## src/rtl/gf2m_digit_mult.sv

```systemverilog
// Digit-serial GF(2^M) polynomial-basis multiplier with start/busy/done handshake.
// Processes D bits of b per clock, most significant digit first (Horner order).
module gf2m_digit_mult #(
  parameter int            M    = 163,
  parameter logic [M-1:0]  POLY = 163'hC9,
  parameter int            D    = 1
) (
  input  logic         clk,
  input  logic         rst_n,
  input  logic         start,
  input  logic [M-1:0] a,
  input  logic [M-1:0] b,
  output logic         busy,
  output logic         done,
  output logic [M-1:0] result
);

  localparam int N  = (M + D - 1) / D;
  localparam int W  = N * D;
  localparam int CW = (N > 1) ? $clog2(N) : 1;

  generate
    if (D < 1 || D > M) begin : g_bad_digit
      $error("gf2m_digit_mult: digit size D must lie in 1..M");
    end
  endgenerate

  typedef enum logic {IDLE, RUN} state_t;

  state_t          state;
  logic [M-1:0]    a_reg;
  logic [W-1:0]    b_reg;
  logic [M-1:0]    c;
  logic [M-1:0]    c_next;
  logic [CW-1:0]   cnt;

  // Multiply by x and fold the overflow bit back in through f(x).
  function automatic logic [M-1:0] mulx(input logic [M-1:0] v);
    return {v[M-2:0], 1'b0} ^ (v[M-1] ? POLY : '0);
  endfunction

  function automatic logic [M-1:0] digit_step(input logic [M-1:0] acc,
                                              input logic [M-1:0] op,
                                              input logic [D-1:0] dig);
    logic [M-1:0] shifted;
    logic [M-1:0] pp;
    logic [M-1:0] ak;
    shifted = acc;
    for (int i = 0; i < D; i++) shifted = mulx(shifted);
    pp = '0;
    ak = op;
    for (int k = 0; k < D; k++) begin
      if (dig[k]) pp = pp ^ ak;
      ak = mulx(ak);
    end
    return shifted ^ pp;
  endfunction

  // b_reg shifts left each step so the current digit always sits at the top.
  assign c_next = digit_step(c, a_reg, b_reg[W-1 -: D]);

  always_ff @(posedge clk) begin
    if (!rst_n) begin
      state  <= IDLE;
      a_reg  <= '0;
      b_reg  <= '0;
      c      <= '0;
      cnt    <= '0;
      busy   <= 1'b0;
      done   <= 1'b0;
      result <= '0;
    end else begin
      done <= 1'b0;
      case (state)
        IDLE: begin
          if (start) begin
            a_reg <= a;
            b_reg <= W'(b);
            c     <= '0;
            cnt   <= CW'(N - 1);
            busy  <= 1'b1;
            state <= RUN;
          end
        end
        RUN: begin
          c     <= c_next;
          b_reg <= b_reg << D;
          if (cnt == '0) begin
            result <= c_next;
            done   <= 1'b1;
            busy   <= 1'b0;
            state  <= IDLE;
          end else begin
            cnt <= cnt - CW'(1);
          end
        end
        default: state <= IDLE;
      endcase
    end
  end

endmodule

```

## config.mk

```make
export PLATFORM = sky130hd
export DESIGN_NAME = gf2m_digit_mult
export DESIGN_NICKNAME = d
export VERILOG_FILES = /design/src/rtl/gf2m_digit_mult.sv
export SDC_FILE = /design/constraint.sdc
export NUM_CORES = 1
export LEC_CHECK = 0
export CORE_MARGIN = 3
export CORE_UTILIZATION = 30
export CTS_CLUSTER_DIAMETER = 50
export DETAILED_ROUTE_END_ITERATION = 7
export GPL_TIMING_DRIVEN = 0
export HOLD_SLACK_MARGIN = 0.15
export SETUP_SLACK_MARGIN = 0.3
export SLEW_MARGIN = 20
export SYNTH_ARGS = -nofsm -noshare
export SYNTH_HDL_FRONTEND = slang
export SYNTH_SLANG_ARGS = --single-unit
```

## constraint.sdc

```tcl
create_clock -name clk -period 2.42 [get_ports clk]
set_input_delay 0.726 -clock clk [delete_from_list [all_inputs] [get_ports clk]]
set_output_delay 0.726 -clock clk [all_outputs]
set_load 0.02 [all_outputs]
```

==> results.cfg <==
[run]
drv_cap = 0

[critical_path]
cp_cell_sequence = clkdlybuf4s50_1, buf_4, clkbuf_8, nor2_1, nor4_1, mux2i_1, nor2_1
rr_worst_depth = 7
cp.required_ns = 2.95
regToRegSetupSlack_ns = 0.36
worst_setup_path_start_kind = input port
crit_path_max_fanout = 10
cp-end-kind = register
critical-path-top-delay-family = buffers and inverters
timing.rr.end = result[66]
crit_type = in2reg
cp_data_arrival_time_ns = 2.64
r2r_start = cnt[7]
critical_path_depth = 7
crit_start = start
critPathBufInv = 3
critPathMaxStageDelay_ns = 0.53
crit_slowest_cell = clkdlybuf4s50_1
crit_path_end = cnt[6]
cpMostUsedCell = nor2_1

[layout]
syn_to_final_growth_pct = 35.2
layout.cells.non_filler = 5218
filler_cell_count = 9614
seq_area_um2 = 13300
drive_gt1_share_pct = 9.55
fin_nets = 4192
final_core_util_pct = 40.9
fin_area_um2 = 38900
multi_input_area_um2 = 14200

[global_route]
grt.total_usage_pct = 18.4
antenna_found_initial = 24
grt_pass1_vias = 23969
grt_max_degree = 13
grt_pass1_wl_mm = 141
gr-total-overflow = 0

[synthesis]
synth_area_um2 = 28800
synthArstFlopShare_pct = 0
synth_flop_cell = dfxtp_1
ys_seq_elements = 663
ys_warn_count = 0
syn-instance-count = 3266
yosysSeqAreaShare_pct = 46.1
synth.distinct_cells = 42
synth_edf_count = 0
syn_area_per_cell_um2 = 8.82
synth_nets = 3596

[route]
wl_per_cell_um = 18.1
antenna_left = 0
via_count = 23903
avgViaCountPerCell = 4.58
drt_iter0_drc = 1107
drt_wl_total_mm = 94.5
post-route-drc-count = 0
drt_pass1_iterations = 5

[timing]
finalHoldViolations = 0
worstMarginPinSlew_ns = 0.870
rsz0062_at_grt = yes
period_share_pct = 87.0
fin_skew_ns = 0.0230
tns_ns = 0
hold_ws_ns = 0.460
fmax_mhz = 475
finalMaxSlewViolations = 0
setup_viol = 0
fin_crit_ns = 2.11
relSlewSlack_pct = 42.0
layout_setup_ws_ns = 0.314

[power_and_ir_drop]
power_density_nw_per_um2 = 793
leakage_nw = 16.1
p_total_mw = 30.9
ir_worst_vdd_v = 0.000586

[clocking]
insertion_delay_ns = 0.64
htree_levels = 3
cts_root_buf = clkbuf_16
cts_hold_buf = 0
cts_tree = built
cts.path.max_buffers = 3
path_clk_slew_ns = 0.06
clock-sinks = 663
cts_buffers = 93

[hold_path]
min-delay-start = a_reg[91]
min_path_type = reg2reg
min_path_cells = 2

[placement]
dpl.hpwl_mm = 69.9
postPlaceCellArea_um2 = 35400
numPortBuffers = 492
post-place-ws_ns = -1.57
routabilityCongestion = 0.802
dp.cells = 5026

[floorplan]
core_um2 = 95200
die_area_um2 = 99700
initial_core_util_pct = 30.3
rows = 113
fp.dieH_um = 316
pin_count = 494
die_x_um = 316

[run_status]
status = complete, no violations
Yosys cell counts, types with 8 or more instances:
master	number	area share, %
o21ai_0	165	2.9
buf_2	8	0.14
xnor2_1	38	1.2
dfxtp_1	663	46
nor3b_1	160	4.2
xor2_1	128	3.9
and2_1	162	3.5
nor2b_1	62	1.3
o21a_1	130	3.4
nor2_1	138	1.8
buf_6	29	1.1
nand2_1	792	10
mux2i_1	193	6.7
o211a_1	131	4.6
buf_1	27	0.35
a21boi_0	166	4.3
clkbuf_1	202	2.6
a21oi_1	32	0.56
report_power, final:
group          total [mW]  switching (mW)  internal (mW)
clock network        14.6            5.33           9.31
logic                4.27            2.42           1.85
registers            12.0           0.365           11.6
total                30.9            8.12           22.7
final cells by class:
type                       instances  share of cell area (%)
clock buffer                     122                    6.76
buffer                           270                    3.75
antenna                           14                  0.0900
inverter                           8                  0.0900
clock inverter                    50                    1.84
sequential                       663                    34.1
multi-input combinational       2325                    36.6
tap                             1265                    4.07
timing repair buffer             501                    12.8
layout by cell type (no fill, tap or decap), drive strengths merged, types with 2 or more instances in the layout:
cell type and n:
o21a 130, nor3b 160, xor2 128, and2 162, xnor2 38, clkinv 19, bufinv 15, clkdlybuf4s50 327
a21boi 166, buf 77, nor4 2, o32ai 3, a21oi 32, nand3 2, dfxtp 663, nor2b 62
and3 2, o22ai 3, nor3 2, o21ai 165, nand2b 2, o211a 131, dlygate4sd2 59, nand2 792
nor2 138, clkdlybuf4s15 87, diode 14, clkinvlp 7, clkbuf 342, inv 17, mux2i 193
how the worst min path moves through the flow:
| stage | slack (ns) | to |
|---|---|---|
| floorplan | 0.44 | a_reg[100] |
| global route | 0.48 | a_reg[97] |
| CTS | 0.46 | a_reg[45] |
| detailed placement | 0.46 | a_reg[91] |
| finish | 0.46 | a_reg[91] |
| global placement | 0.45 | a_reg[85] |
repair_timing:
action	4_1_cts	5_1_grt
endpoints found under the hold margin	0	0
pin swaps	0	1
resized for setup	413	61
setup buffers	2	3
setup endpoints to repair	816	492
gates cloned	0	1
routing by layer:
layer  vias up  wire, um  GRT usage (%)
met3       119      6620           5.81
li1      12098         -              -
met2       482     44600           30.8
met4        12      1780           5.01
met1     11192     41400           22.7
met5         -        71              0
worst reg2reg max path, stage by stage (launching register included):
cell and delay [ns]:
dfxtp_1 0.33, or4_4 0.58, nor4_4 0.23, buf_6 0.20, buf_16 0.21, buf_6 0.19
nand2_1 0.08, o211a_1 0.14
cell families after synthesis:
group	after synthesis	synth area share [%]
AND/OR/NAND/NOR	1330	21.6
flip-flops	663	46.1
AO/OA/AOI/OAI	634	16.0
buffers and inverters	278	4.52
multiplexers	194	6.75
XOR/XNOR	166	5.05
adder cells (fa/ha/maj)	1	0.0434
Power figures use the tool's default switching activity.
